==> config.mk <==
export PLATFORM = sky130hd
export DESIGN_NAME = gray_code_counter_8_bit
export DESIGN_NICKNAME = d
export VERILOG_FILES = /design/src/rtl/gray_code_counter_8_bit_pkg.sv /design/src/rtl/gray_code_counter_8_bit_bin_to_gray_converter.sv /design/src/rtl/gray_code_counter_8_bit.sv
export SDC_FILE = /design/constraint.sdc
export NUM_CORES = 1
export LEC_CHECK = 0
export ABC_AREA = 1
export CAP_MARGIN = 30
export CELL_PAD_IN_SITES_DETAIL_PLACEMENT = 0
export CELL_PAD_IN_SITES_GLOBAL_PLACEMENT = 1
export CORE_MARGIN = 5
export CORE_UTILIZATION = 41
export DETAILED_ROUTE_END_ITERATION = 12
export GPL_ROUTABILITY_DRIVEN = 0
export PLACE_DENSITY_LB_ADDON = 0.2
export RECOVER_POWER = 25
export SLEW_MARGIN = 15
export SYNTH_ARGS = -nofsm -noshare
export SYNTH_HDL_FRONTEND = slang
export SYNTH_SLANG_ARGS = --single-unit
==> constraint.sdc <==
create_clock -name Clock_In -period 8.4 [get_ports Clock_In]
set_clock_uncertainty 0.2 [all_clocks]
set_input_delay 0.84 -clock Clock_In [delete_from_list [all_inputs] [get_ports Clock_In]]
set_output_delay 0.84 -clock Clock_In [all_outputs]
set_load 0.02 [all_outputs]
==> src/rtl/gray_code_counter_8_bit_pkg.sv <==
// Shared helpers for the Gray-code counter: binary-to-Gray mapping and the single-bit-change test.
// Functions work at the maximum supported width; callers zero-extend and truncate with casts.
package gray_pkg;

    localparam int GRAY_MAX_WIDTH = 16;

    function automatic logic [GRAY_MAX_WIDTH-1:0] bin2gray(input logic [GRAY_MAX_WIDTH-1:0] bin);
        return bin ^ (bin >> 1);
    endfunction

    function automatic logic gray_popcount_is_one(input logic [GRAY_MAX_WIDTH-1:0] old_gray,
                                                  input logic [GRAY_MAX_WIDTH-1:0] new_gray);
        return $countones(old_gray ^ new_gray) == 1;
    endfunction

endpackage

==> src/rtl/gray_code_counter_8_bit_bin_to_gray_converter.sv <==
// Combinational binary-to-Gray converter with an output enable.
// When disabled the output is either released (TRISTATE_EN=1, pad use) or forced to zero (on-chip use).
module bin_to_gray_converter
    import gray_pkg::*;
#(
    parameter int WIDTH       = 8,
    parameter bit TRISTATE_EN = 1'b0
) (
    input  logic             Enable_In,
    input  logic [WIDTH-1:0] Bin_Data_In,
    output logic [WIDTH-1:0] Gray_Data_Out
);

    logic [WIDTH-1:0] gray_code;

    assign gray_code = WIDTH'(bin2gray(GRAY_MAX_WIDTH'(Bin_Data_In)));

    generate
        if (TRISTATE_EN) begin : g_tristate
            assign Gray_Data_Out = Enable_In ? gray_code : {WIDTH{1'bz}};
        end else begin : g_gated
            assign Gray_Data_Out = Enable_In ? gray_code : '0;
        end
    endgenerate

endmodule

==> src/rtl/gray_code_counter_8_bit.sv <==
// Registered up/down Gray-code counter with load, wrap/saturate modes, and a sticky step checker.
// Counts in binary; the Gray output is re-derived from the next binary value on the same edge.
module gray_code_counter_8_bit
    import gray_pkg::*;
#(
    parameter int WIDTH   = 8,
    parameter bit WRAP_EN = 1'b1
) (
    input  logic             Clock_In,
    input  logic             Reset_In,
    input  logic             Enable_In,
    input  logic             Load_In,
    input  logic [WIDTH-1:0] Load_Data_In,
    input  logic             Count_In,
    input  logic             Up_Down_In,
    output logic [WIDTH-1:0] Gray_Data_Out,
    output logic             Gray_Valid_Out,
    output logic             Wrap_Out,
    output logic             Sat_Out,
    output logic             Step_Error_Out
);

    localparam logic [WIDTH-1:0] BIN_MAX = '1;

    logic [WIDTH-1:0] bin_reg;
    logic [WIDTH-1:0] gray_reg;
    logic             valid_reg;
    logic             wrap_reg;
    logic             sat_reg;
    logic             err_reg;

    logic [WIDTH-1:0] bin_step;
    logic [WIDTH-1:0] conv_in;
    logic [WIDTH-1:0] gray_next;
    logic             would_wrap;
    logic             count_ok;
    logic             sat_block;
    logic             step_taken;
    logic             at_limit_next;
    logic             step_is_single;

    always_comb begin
        bin_step      = Up_Down_In ? (bin_reg + WIDTH'(1)) : (bin_reg - WIDTH'(1));
        would_wrap    = Up_Down_In ? (bin_reg == BIN_MAX) : (bin_reg == '0);
        at_limit_next = Up_Down_In ? (bin_step == BIN_MAX) : (bin_step == '0);
        // Counts before the first load are ignored entirely.
        count_ok      = Enable_In && !Load_In && Count_In && valid_reg;
        sat_block     = count_ok && would_wrap && !WRAP_EN;
        step_taken    = count_ok && !sat_block;
        conv_in       = Load_In ? Load_Data_In : bin_step;
    end

    bin_to_gray_converter #(
        .WIDTH       (WIDTH),
        .TRISTATE_EN (1'b0)
    ) u_conv (
        .Enable_In     (1'b1),
        .Bin_Data_In   (conv_in),
        .Gray_Data_Out (gray_next)
    );

    assign step_is_single = gray_popcount_is_one(GRAY_MAX_WIDTH'(gray_reg), GRAY_MAX_WIDTH'(gray_next));

    always_ff @(posedge Clock_In or posedge Reset_In) begin
        if (Reset_In) begin
            bin_reg   <= '0;
            gray_reg  <= '0;
            valid_reg <= 1'b0;
            wrap_reg  <= 1'b0;
            sat_reg   <= 1'b0;
            err_reg   <= 1'b0;
        end else if (!Enable_In) begin
            wrap_reg <= 1'b0;
        end else if (Load_In) begin
            bin_reg   <= Load_Data_In;
            gray_reg  <= gray_next;
            valid_reg <= 1'b1;
            wrap_reg  <= 1'b0;
            sat_reg   <= 1'b0;
            err_reg   <= 1'b0;
        end else if (step_taken) begin
            bin_reg  <= bin_step;
            gray_reg <= gray_next;
            // would_wrap can only reach here when wrapping is enabled.
            wrap_reg <= would_wrap;
            sat_reg  <= !WRAP_EN && at_limit_next;
            if (!step_is_single) begin
                err_reg <= 1'b1;
            end
        end else if (sat_block) begin
            wrap_reg <= 1'b0;
            sat_reg  <= 1'b1;
        end else begin
            wrap_reg <= 1'b0;
        end
    end

    assign Gray_Data_Out  = gray_reg;
    assign Gray_Valid_Out = valid_reg;
    assign Wrap_Out       = wrap_reg;
    assign Sat_Out        = sat_reg;
    assign Step_Error_Out = err_reg;

endmodule

* Yosys cells after proc, flatten, opt, wreduce, memory -nomap -nowiden
Index checks and enable logic that the tools add are counted.
** Word-level totals
- Flip-flop bits (word level) :: 20
- Input bits :: 14
- Output and inout bits :: 12
- Logic and storage cells :: 52
** Cells by class
- Add/sub/neg operators :: 17
- Equal/unequal tests :: 3
- Multiplexer cells :: 15
- Bitwise gates (word level) :: 2
- Reductions and logical operators :: 9
** Operators with widths (number)
- 8-bit 2-to-1 mux :: 6
- 2-bit by 2-bit adder with 3-bit output :: 4
- 1-bit 2-to-1 mux :: 9
- 1-bit by 1-bit adder with 2-bit output :: 4
- 1-bit by 1-bit adder with 2-bit output (both inputs constant) :: 4
- 3-bit by 3-bit adder with 4-bit output :: 2
- 8-bit by 1-bit adder with 8-bit output (second input constant) :: 1
- 8-bit == test (second input constant) :: 1
- 8-bit logical NOT :: 1
- 8-bit by 1-bit subtractor with 8-bit output (second input constant) :: 1
- 8-bit by 7-bit bitwise XOR with 8-bit output :: 1
- 8-bit bitwise XOR :: 1
- 4-bit by 4-bit adder with 5-bit output :: 1
- 5-bit by 1-bit == test with 1-bit output (second input constant) :: 1
- 2-bit AND reduction :: 2
- 1-bit logical AND :: 3
- 3-bit AND reduction :: 1
- 2-bit inequality test (second input constant) :: 1
- 2-bit nonzero test :: 1
- 1-bit logical NOT :: 1

* Depth between registers and ports, before layout
Gate-level depths: netlist of run 1.
- Word-level depth :: 13
- Gate-level depth with buffers :: 27
- Gate-level depth less buffers :: 27

* Modules after synthesis
A second synthesis of run 1 with hierarchy kept.
** Second synthesis, totals
- Cells, all modules :: 227
- Area total of the unflattened synthesis :: 1664.1 µm²
** Modules (own cells, without submodules)
- gray_code_counter_8_bit :: instances 1, cells each 196, area each 1522.7 µm², sequential area each 475.5 µm²
- bin_to_gray_converter :: instances 1, cells each 31, area each 141.4 µm², sequential area each 0.0 µm²

* Least setup slack after synthesis of run 1
OpenSTA, ideal clock, no wires.
- Path type :: input to register
- Start :: input Up_Down_In
- End :: register err_reg (netlist: Step_Error_Out)
- Setup time :: 118 ps
- Arrival :: 4719 ps
- Required time :: 8082 ps
- Path slack :: 3363 ps
- Stages :: 24
- Buffers on the path :: 0
- Cells stage by stage :: inv_1 ha_1 or2_1 nand3_1 nand3_2 o21ai_2 inv_2 nand2_1 nand2_1 xor2_1 fa_1 inv_1 fa_1 inv_1 fa_1 ha_1 inv_1 fa_1 nor2_1 nand2_1 nand2_1 o2111ai_1 a21oi_1 nor2_1
** Between the ends
- Cells in the longest elaborated chain, start to end :: 11
- Elaborated cells on any way between the ends :: 15
- Those cells by class :: 8 x add/sub; 2 x eq/ne; 2 x mux; 2 x bitwise; 1 x reduce/logical
** RTL lines
- start: declaration :: RTL line gray_code_counter_8_bit.sv:15 : input logic Up_Down_In,
- 8-bit 2-to-1 mux * :: RTL line gray_code_counter_8_bit.sv:43 : bin_step = Up_Down_In ? (bin_reg + WIDTH'(1)) : (bin_reg - WIDTH'(1));
- 8-bit 2-to-1 mux * :: RTL line gray_code_counter_8_bit.sv:50 : conv_in = Load_In ? Load_Data_In : bin_step;
- 8-bit by 7-bit bitwise XOR with 8-bit output * :: RTL line gray_code_counter_8_bit_pkg.sv:8 : return bin ^ (bin >> 1);
- 8-bit bitwise XOR * :: RTL line gray_code_counter_8_bit_pkg.sv:13 : return $countones(old_gray ^ new_gray) == 1;
- 1-bit by 1-bit adder with 2-bit output (not written as such) :: RTL line gray_code_counter_8_bit_pkg.sv:13
- 2-bit by 2-bit adder with 3-bit output (not written as such) :: RTL line gray_code_counter_8_bit_pkg.sv:13
- 3-bit by 3-bit adder with 4-bit output (not written as such) * :: RTL line gray_code_counter_8_bit_pkg.sv:13
- 4-bit by 4-bit adder with 5-bit output (not written as such) * :: RTL line gray_code_counter_8_bit_pkg.sv:13
- 5-bit by 1-bit == test with 1-bit output * :: RTL line gray_code_counter_8_bit_pkg.sv:13
- 2-bit inequality test (no line) *
- 3-bit AND reduction (no line) *
- end signal: assignment :: RTL line gray_code_counter_8_bit.sv:71 : err_reg <= 1'b0;
- end signal: assignment :: RTL line gray_code_counter_8_bit.sv:80 : err_reg <= 1'b0;
- end signal: assignment :: RTL line gray_code_counter_8_bit.sv:88 : err_reg <= 1'b1;
- end: declaration :: RTL line gray_code_counter_8_bit.sv:30 : logic err_reg;
Mark *: on every way between the ends. The rest lies on a longest branch, timed or not.
A chain may end at the register's enable or synchronous reset.

* Worst setup path after layout of run 1
Same ends and word-level chain as after synthesis.

==> tab_implementation.tex, run 1 <==
\begin{tabular}{lr}
\hline
Metric & Value \\
\hline
\multicolumn{2}{l}{\textbf{Yosys}} \\
Number of register bits inferred by synthesis & 18 \\
Ranking of synthesized cells by area & sky130\_fd\_sc\_hd\_\_dfrtp\_1, sky130\_fd\_sc\_hd\_\_nand2\_1, sky130\_fd\_sc\_hd\_\_nand3\_1 \\
Top cell types by occurrence after synthesis & sky130\_fd\_sc\_hd\_\_nand2\_1, sky130\_fd\_sc\_hd\_\_inv\_1, sky130\_fd\_sc\_hd\_\_nand3\_1 \\
Number of synthesized flops with an enable pin & 0 \\
Area share of the leading cell type in the synthesized netlist & 28.62\% \\
Share of async-settable or async-resettable flops after synthesis & 100.0\% \\
Sequential-to-total area share from yosys stat & 28.62\% \\
Mean instance size in the synthesized netlist & 6.996 um2 \\
Post-synthesis cell type count & 30 \\
Post-synthesis cell type with the largest combined area & sky130\_fd\_sc\_hd\_\_dfrtp\_1 \\
Warning count from the yosys run & 0 \\
Total nets after synthesis & 253 \\
Synthesized netlist cell count & 225 \\
Netlist Area Pre-Place & 1574 um2 \\
Most frequent cell after synthesis & sky130\_fd\_sc\_hd\_\_nand2\_1 \\
Commonest register cell after synthesis & sky130\_fd\_sc\_hd\_\_dfrtp\_1 \\
\multicolumn{2}{l}{\textbf{Routing}} \\
Residual DRC & 0 \\
Routed wire length & 3569 um \\
Average via count per standard cell & 4.838 \\
First-pass detailed-route iteration total & 4 \\
1st-iter DRT viols & 76 \\
Mean routed wirelength per cell & 12.06 um \\
Remaining antenna violation count & 0 \\
Count of vias placed by the detailed router & 1,432 \\
\multicolumn{2}{l}{\textbf{Critical path}} \\
Logic depth of the worst register-to-register path & 27 \\
Worst reg2reg setup slack & 3.52 ns \\
Signal arrival time at the worst endpoint & 5.64 ns \\
Worst flop-to-flop path startpoint & bin\_reg[0]\$\_DFFE\_PP0P\_ \\
Worst setup path endpoint & Step\_Error\_Out\$\_DFFE\_PP0P\_ \\
Classification of the worst setup path & in -> reg \\
Type of element launching the critical path & input port \\
Endpoint kind of the worst setup timing path & flip-flop \\
Worst Path Max Fanout & 7 \\
Required time worst endpoint & 8.35 ns \\
Critical path origin & Up\_Down\_In \\
R2R Path End & Step\_Error\_Out\$\_DFFE\_PP0P\_ \\
\multicolumn{2}{l}{\textbf{Global route}} \\
Global-route wire length before repair & 6196 um \\
Number of antenna violations at the first check in global routing & 0 \\
Total global routing track utilization & 15.17\% \\
Overflow left after global routing & 0 \\
Vias in the first global route & 1,323 \\
Largest net degree at the start of global routing & 24 \\
\multicolumn{2}{l}{\textbf{Clocking}} \\
Clock root cell & sky130\_fd\_sc\_hd\_\_clkbuf\_8 \\
CTS H-tree lvls & 1 \\
Clock tree buffer depth & 2 \\
Clock network latency to the later pin of the worst-skew pair & 0.26 ns \\
CTS hold repair buffers & 0 \\
Setup fix buffers added after clock tree synthesis & 0 \\
Clock transition at the registers of the reported paths & 0.07 ns \\
Gates resized, CTS repair & 0 \\
CTS tree & done \\
Number of sinks on the clock net & 18 \\
Num CTS Buffers & 3 \\
\multicolumn{2}{l}{\textbf{Finish}} \\
Register area & 450.4 um2 \\
Flip-flop count of the largest register after layout & 8 \\
Final net count & 277 \\
Fraction of layout instances using a drive strength above 1 & 6.048\% \\
Final cell count without fillers & 296 \\
Area growth syn-to-layout & 20.27\% \\
Number of fillers in the final layout & 395 \\
Multi-input gate area & 963.4 um2 \\
N\_diodes & 0 \\
\multicolumn{2}{l}{\textbf{Die}} \\
Die Footprint & 5178 um2 \\
Top-level I/O count & 26 \\
Starting Density & 42.67\% \\
Std-Cell Rows & 22 \\
Die extent in x & 71.96 um \\
Die boundary height & 71.96 um \\
Core footprint & 3689 um2 \\
\multicolumn{2}{l}{\textbf{Power}} \\
Relative contribution of the clock network to total power & 10.9\% \\
Cell Pwr Density & 353.4 nW/um2 \\
Total Power Consumption & 669.0 uW \\
Net switching share of the total power & 47.62\% \\
Internal power contribution & 350.5 uW \\
Portion of total power attributed to sequential cells & 19.9\% \\
Static leakage & 0.9830 nW \\
Logic pwr share & 69.2\% \\
Max rail drop VDD & 0.0001576 V \\
Reported net switching power & 318.6 uW \\
\multicolumn{2}{l}{\textbf{Timing}} \\
Fraction of the cycle the final worst path needs & 67.68\% \\
Final critical delay including setup and external delays & 5.685 ns \\
Setup TNS Final & 0 ns \\
Setup repair after global routing missed its margin & no \\
Total count of max-transition violations in the final report & 0 \\
Tightest slew margin relative to the limit & 45.99\% \\
Timing-limited maximum frequency & 175.9 MHz \\
Slew at the pin with the worst max-slew slack & 0.8093 ns \\
Final hold violation count & 0 \\
Number of failing setup endpoints in the final timing report & 0 \\
Setup WS post-layout & 2.715 ns \\
Worst hold margin & 0.2952 ns \\
\multicolumn{2}{l}{\textbf{Status}} \\
Run status & finished clean \\
\multicolumn{2}{l}{\textbf{Worst hold path}} \\
Min-Delay Path Class & reg -> reg \\
\multicolumn{2}{l}{\textbf{Placement}} \\
Half-perimeter wire length after placement & 2876 um \\
\# port buffers & 24 \\
Post-Place Worst Slack & 2.403 ns \\
Instance count after placement with tap cells included & 292 \\
\multicolumn{2}{l}{\textbf{Job}} \\
Number of maximum-capacitance constraint violations & 0 \\
\hline
\end{tabular}
[per-stage QoR]
step                      utilization [%]  instance area, um2
after floorplan                         -                1574
after global placement              49.83                1838
after detailed placement            49.83                1838
after CTS                           51.32                1893
after global routing                51.32                1893
final                               51.32                1893
[how the worst min path moves through the flow]
stage | depth (start not counted) | startpoint | endpoint
2_1_floorplan | 2 | bin_reg[4]$_DFFE_PP0P_ | bin_reg[4]$_DFFE_PP0P_
3_3_place_gp | 2 | Step_Error_Out$_DFFE_PP0P_ | Step_Error_Out$_DFFE_PP0P_
3_5_place_dp | 2 | Step_Error_Out$_DFFE_PP0P_ | Step_Error_Out$_DFFE_PP0P_
4_1_cts | 1 | Gray_Valid_Out$_DFFE_PP0P_ | Gray_Valid_Out$_DFFE_PP0P_
5_1_grt | 2 | Step_Error_Out$_DFFE_PP0P_ | Step_Error_Out$_DFFE_PP0P_
6_report | 2 | Step_Error_Out$_DFFE_PP0P_ | Step_Error_Out$_DFFE_PP0P_
[power groups by stage]
stage                     sequential, mW  combinational (mW)  clock [mW]
after floorplan                    0.144               0.339           0
after global placement             0.135               0.465           0
after detailed placement           0.135               0.469           0
after CTS                          0.133               0.468      0.0755
after global routing               0.137               0.548      0.0796
final                              0.133               0.463      0.0730
[critical path, cell delays in order]
cell and delay (ns):
sky130_fd_sc_hd__clkdlybuf4s50_1 0.57, sky130_fd_sc_hd__inv_1 0.18, sky130_fd_sc_hd__ha_1 0.38, sky130_fd_sc_hd__or2_1 0.27, sky130_fd_sc_hd__nand3_1 0.11, sky130_fd_sc_hd__nand3_2 0.08, sky130_fd_sc_hd__o21ai_2 0.12, sky130_fd_sc_hd__inv_2 0.08
sky130_fd_sc_hd__nand2_1 0.07, sky130_fd_sc_hd__nand2_1 0.07, sky130_fd_sc_hd__xor2_1 0.16, sky130_fd_sc_hd__fa_1 0.49, sky130_fd_sc_hd__inv_1 0.06, sky130_fd_sc_hd__fa_1 0.52, sky130_fd_sc_hd__inv_1 0.05, sky130_fd_sc_hd__fa_1 0.53
sky130_fd_sc_hd__ha_1 0.16, sky130_fd_sc_hd__inv_1 0.05, sky130_fd_sc_hd__fa_1 0.37, sky130_fd_sc_hd__nor2_1 0.09, sky130_fd_sc_hd__nand2_1 0.05, sky130_fd_sc_hd__nand2_1 0.05, sky130_fd_sc_hd__o2111ai_1 0.09, sky130_fd_sc_hd__a21oi_1 0.14
sky130_fd_sc_hd__nor2_1 0.05
[layout make-up]
cell class	instances	area share [%]
clock buffers	4	2.908
inverters	33	6.543
multi-input cells	169	50.89
flip-flops and latches	18	23.79
well taps	48	3.172
repair buffers	24	12.69
[cell families after synthesis]
logic type,Yosys count,synth area share (%)
adders and majority gates,14,13.51
buffers and inverters,38,10.17
and+or+nand+nor,123,34.74
AOI/OAI and AO/OA,23,8.267
xor gates and xnor gates,8,4.452
other,1,0.2382
DFF,18,28.62
[layout by cell type, fill, tap and decap left out]
master | synthesis | final
sky130_fd_sc_hd__ha_1 | 9 | 9
sky130_fd_sc_hd__nor4_1 | 2 | 2
sky130_fd_sc_hd__inv_2 | 2 | 2
sky130_fd_sc_hd__nand2_1 | 73 | 73
sky130_fd_sc_hd__clkbuf_8 | 0 | 4
sky130_fd_sc_hd__or2_0 | 2 | 2
sky130_fd_sc_hd__o2111ai_1 | 1 | 1
sky130_fd_sc_hd__o21ai_0 | 11 | 11
sky130_fd_sc_hd__nand3_2 | 1 | 1
sky130_fd_sc_hd__a21oi_1 | 4 | 4
sky130_fd_sc_hd__nand4_1 | 3 | 3
sky130_fd_sc_hd__nand2_2 | 2 | 2
sky130_fd_sc_hd__nor2_1 | 7 | 7
sky130_fd_sc_hd__or2_1 | 3 | 3
sky130_fd_sc_hd__nand3_1 | 24 | 24
sky130_fd_sc_hd__or2_4 | 1 | 1
sky130_fd_sc_hd__dlygate4sd3_1 | 0 | 1
sky130_fd_sc_hd__o21ai_1 | 4 | 4
sky130_fd_sc_hd__clkdlybuf4s50_1 | 0 | 23
sky130_fd_sc_hd__xor2_1 | 6 | 6
sky130_fd_sc_hd__nor3_1 | 1 | 1
sky130_fd_sc_hd__inv_1 | 31 | 31
sky130_fd_sc_hd__or2_2 | 1 | 1
sky130_fd_sc_hd__xnor2_1 | 2 | 2
sky130_fd_sc_hd__nand3b_1 | 2 | 2
sky130_fd_sc_hd__conb_1 | 1 | 1
sky130_fd_sc_hd__fa_1 | 5 | 5
sky130_fd_sc_hd__nor2_2 | 1 | 1
sky130_fd_sc_hd__dfrtp_1 | 18 | 18
sky130_fd_sc_hd__o21ai_2 | 3 | 3
[per-layer routing]
layer | up-vias | wire [um] | track usage, %
li1 | 763 | - | -
met1 | 635 | 1770 | 21.19
met2 | 32 | 1587 | 24.49
met3 | 2 | 195 | 3.324
met4 | 0 | 15 | 2.505
met5 | - | 0 | 0
(Power assumes the default switching activity.)
==> inputs of run 2 (changes only) <==
--- a/config.mk
+++ b/config.mk
@@ -10,7 +10,7 @@
 export CELL_PAD_IN_SITES_DETAIL_PLACEMENT = 0
 export CELL_PAD_IN_SITES_GLOBAL_PLACEMENT = 1
 export CORE_MARGIN = 5
-export CORE_UTILIZATION = 41
+export CORE_UTILIZATION = 34
 export DETAILED_ROUTE_END_ITERATION = 12
 export GPL_ROUTABILITY_DRIVEN = 0
 export PLACE_DENSITY_LB_ADDON = 0.2
==> constraint.sdc (replaced) <==
create_clock -name Clock_In -period 5.17 [get_ports Clock_In]
set_clock_uncertainty 0.2 [all_clocks]
set_input_delay 0.517 -clock Clock_In [delete_from_list [all_inputs] [get_ports Clock_In]]
set_output_delay 0.517 -clock Clock_In [all_outputs]
set_load 0.02 [all_outputs]
==> tab_implementation.tex, run 2 (same netlist as run 1, synthesis figures left out) <==
\begin{tabular}{lr}
\hline
Metric & Value \\
\hline
\multicolumn{2}{l}{\textbf{Status}} \\
Run status & finished clean \\
\multicolumn{2}{l}{\textbf{Timing}} \\
Total count of max-transition violations in the final report & 0 (unchanged) \\
Slew at the pin with the worst max-slew slack & 0.7501 ns (-0.05913 ns) \\
Final hold violation count & 0 (unchanged) \\
Final critical delay including setup and external delays & 4.838 ns \\
Timing-limited maximum frequency & 206.7 MHz \\
Setup WS post-layout & 0.3316 ns (-2.383 ns) \\
Tightest slew margin relative to the limit & 49.94\% (+3.9 points) \\
Number of failing setup endpoints in the final timing report & 0 (unchanged) \\
Setup repair after global routing missed its margin & no \\
Fraction of the cycle the final worst path needs & 93.59\% \\
\multicolumn{2}{l}{\textbf{Critical path}} \\
Endpoint kind of the worst setup timing path & flip-flop \\
Required time worst endpoint & 5.12 ns (-3.23 ns) \\
Slowest stage cell, crit path & sky130\_fd\_sc\_hd\_\_fa\_1 \\
Signal arrival time at the worst endpoint & 4.79 ns (-0.85 ns) \\
Classification of the worst setup path & in -> reg \\
Type of element launching the critical path & input port \\
Most common cell on crit path & sky130\_fd\_sc\_hd\_\_nand2\_1 \\
Delay-heaviest family, CP & adder cells \\
Delay of the slowest cell on the worst path & 0.55 ns (-0.02 ns) \\
Logic depth of the worst register-to-register path & 19 (-30\%) \\
Worst Path Max Fanout & 4 (-3) \\
Worst path bufs/invs & 7 (+1) \\
Total stage count of the critical path & 27 (+8.0\%) \\
\multicolumn{2}{l}{\textbf{Die}} \\
Core footprint & 4414 um2 (+20\%) \\
Std-Cell Rows & 24 (+9.1\%) \\
Starting Density & 35.66\% (-7.0 points) \\
Top-level I/O count & 26 (unchanged) \\
Die extent in x & 78.04 um (+8.4\%) \\
Die boundary height & 78.04 um (+8.4\%) \\
Die Footprint & 6090 um2 (+18\%) \\
\multicolumn{2}{l}{\textbf{Routing}} \\
Mean routed wirelength per cell & 11.95 um (-0.87\%) \\
Remaining antenna violation count & 0 (unchanged) \\
Routed wire length & 3825 um (+7.2\%) \\
Residual DRC & 0 (unchanged) \\
Count of vias placed by the detailed router & 1,484 (+3.6\%) \\
Average via count per standard cell & 4.638 (-4.1\%) \\
1st-iter DRT viols & 75 (-1.3\%) \\
First-pass detailed-route iteration total & 4 (unchanged) \\
\multicolumn{2}{l}{\textbf{Global route}} \\
Overflow left after global routing & 0 (unchanged) \\
Number of antenna violations at the first check in global routing & 0 (unchanged) \\
Global-route wire length before repair & 6886 um (+11\%) \\
Vias in the first global route & 1,504 (+14\%) \\
Total global routing track utilization & 13.67\% (-1.5 points) \\
Largest net degree at the start of global routing & 23 (-4.2\%) \\
\multicolumn{2}{l}{\textbf{Finish}} \\
Most frequent standard cell in the layout excluding fill and tap cells & sky130\_fd\_sc\_hd\_\_nand2\_1 \\
Layout Utilization & 46.49\% (-4.8 points) \\
Commonest non-fill, non-tap cells in the layout & sky130\_fd\_sc\_hd\_\_nand2\_1, sky130\_fd\_sc\_hd\_\_inv\_1, sky130\_fd\_sc\_hd\_\_nand3\_1 \\
Flip-flop count of the largest register after layout & 8 (unchanged) \\
Number of fillers in the final layout & 490 (+24\%) \\
Fraction of layout instances using a drive strength above 1 & 14.18\% (+8.1 points) \\
Final net count & 297 (+7.2\%) \\
Final cell count without fillers & 320 (+8.1\%) \\
Final non-filler cell area & 2052 um2 (+8.4\%) \\
Area growth syn-to-layout & 30.37\% \\
N\_diodes & 0 (unchanged) \\
\multicolumn{2}{l}{\textbf{Clocking}} \\
Setup fix buffers added after clock tree synthesis & 0 (unchanged) \\
CTS tree & done \\
Num CTS Buffers & 3 (unchanged) \\
Clock tree buffer depth & 2 (unchanged) \\
Clock network latency to the later pin of the worst-skew pair & 0.25 ns (about the same) \\
Clock root cell & sky130\_fd\_sc\_hd\_\_clkbuf\_8 \\
CTS H-tree lvls & 1 (unchanged) \\
CTS hold repair buffers & 0 (unchanged) \\
Number of sinks on the clock net & 18 (unchanged) \\
Clock transition at the registers of the reported paths & 0.07 ns (about the same) \\
\multicolumn{2}{l}{\textbf{Worst hold path}} \\
Cells on Worst Hold Path & 1 (-1) \\
Min-Delay Path Class & reg -> reg \\
\multicolumn{2}{l}{\textbf{Placement}} \\
Standard cell area after detailed placement & 1993 um2 (+8.4\%) \\
Post-Place Worst Slack & -0.2885 ns (-2.692 ns) \\
\# port buffers & 24 (unchanged) \\
Instance count after placement with tap cells included & 316 (+8.2\%) \\
Half-perimeter wire length after placement & 3157 um (+9.8\%) \\
\multicolumn{2}{l}{\textbf{Power}} \\
Cell Pwr Density & 557.3 nW/um2 (+58\%) \\
Static leakage & 1.077 nW (+9.6\%) \\
Max rail drop VDD & 0.0002491 V (+58\%) \\
\multicolumn{2}{l}{\textbf{Job}} \\
Number of maximum-capacitance constraint violations & 0 (unchanged) \\
\hline
\end{tabular}
-- run 2: worst register-to-register path: cells and delay by family (launching register included) --
kind            cells  cell delay, ns
compound gates      3            0.49
flops               1            0.44
fa+ha+maj           6            2.64
xor+xnor            2            0.41
simple gates        4            0.24
buf+inv             4            0.26
-- run 2: layer usage --
| layer | part of all wire [%] | vias up | global-route usage [%] |
|---|---|---|---|
| met1 | 48 | 657 | 18.02 |
| met5 | 0 | - | 0 |
| met4 | 0.31 | 0 | 1.520 |
| li1 | - | 800 | - |
| met2 | 47 | 25 | 23.34 |
| met3 | 4.8 | 2 | 3.432 |
-- run 2: where the power goes --
part	switching, mW	internal (mW)
sequential	0.0390	0.177
clock	0.0512	0.0677
combinational	0.441	0.368
-- run 2: area by class of cell --
| cell class | instances | area [um2] | area share, % |
|---|---|---|---|
| repair buffers | 44 | 390.4 | 19.02 |
| multi-input cells | 169 | 965.9 | 47.07 |
| inverters | 33 | 123.9 | 6.037 |
| well taps | 52 | 65.06 | 3.171 |
| flip-flops and latches | 18 | 451.7 | 22.01 |
| clock buffers | 4 | 55.05 | 2.683 |
-- run 2: path summary, 6_finish.rpt --
check / slack (ns) / endpoint / start
setup / recovery: 0.33 / Step_Error_Out$_DFFE_PP0P_ / Up_Down_In
hold / removal: 0.32 / Gray_Valid_Out$_DFFE_PP0P_ / Gray_Valid_Out$_DFFE_PP0P_
setup reg to reg: 0.37 / Step_Error_Out$_DFFE_PP0P_ / bin_reg[0]$_DFFE_PP0P_
hold reg to reg: 0.32 / Gray_Valid_Out$_DFFE_PP0P_ / Gray_Valid_Out$_DFFE_PP0P_
max in group asynchronous: 3.63 / bin_reg[0]$_DFFE_PP0P_ / Reset_In
min in group asynchronous: 0.62 / Gray_Data_Out[2]$_DFFE_PP0P_ / Reset_In
-- run 2: through the flow --
stage	total power, mW	TNS (ns)	hold WS [ns]
2_1_floorplan	0.7855	0	0.2556
3_3_place_gp	1.030	-0.1962	0.2923
3_5_place_dp	1.034	-0.2885	0.3065
4_1_cts	1.165	0	0.3265
5_1_grt	1.316	0	0.3341
6_report	1.144	0	0.3207
-- run 2: what timing repair did --
item                                    4_1_cts  5_1_grt
endpoints found under the setup margin        1        1
pin swaps                                     0        0
gates resized for setup                       1        4
gates cloned                                  0        0
hold endpoints to repair                      0        0
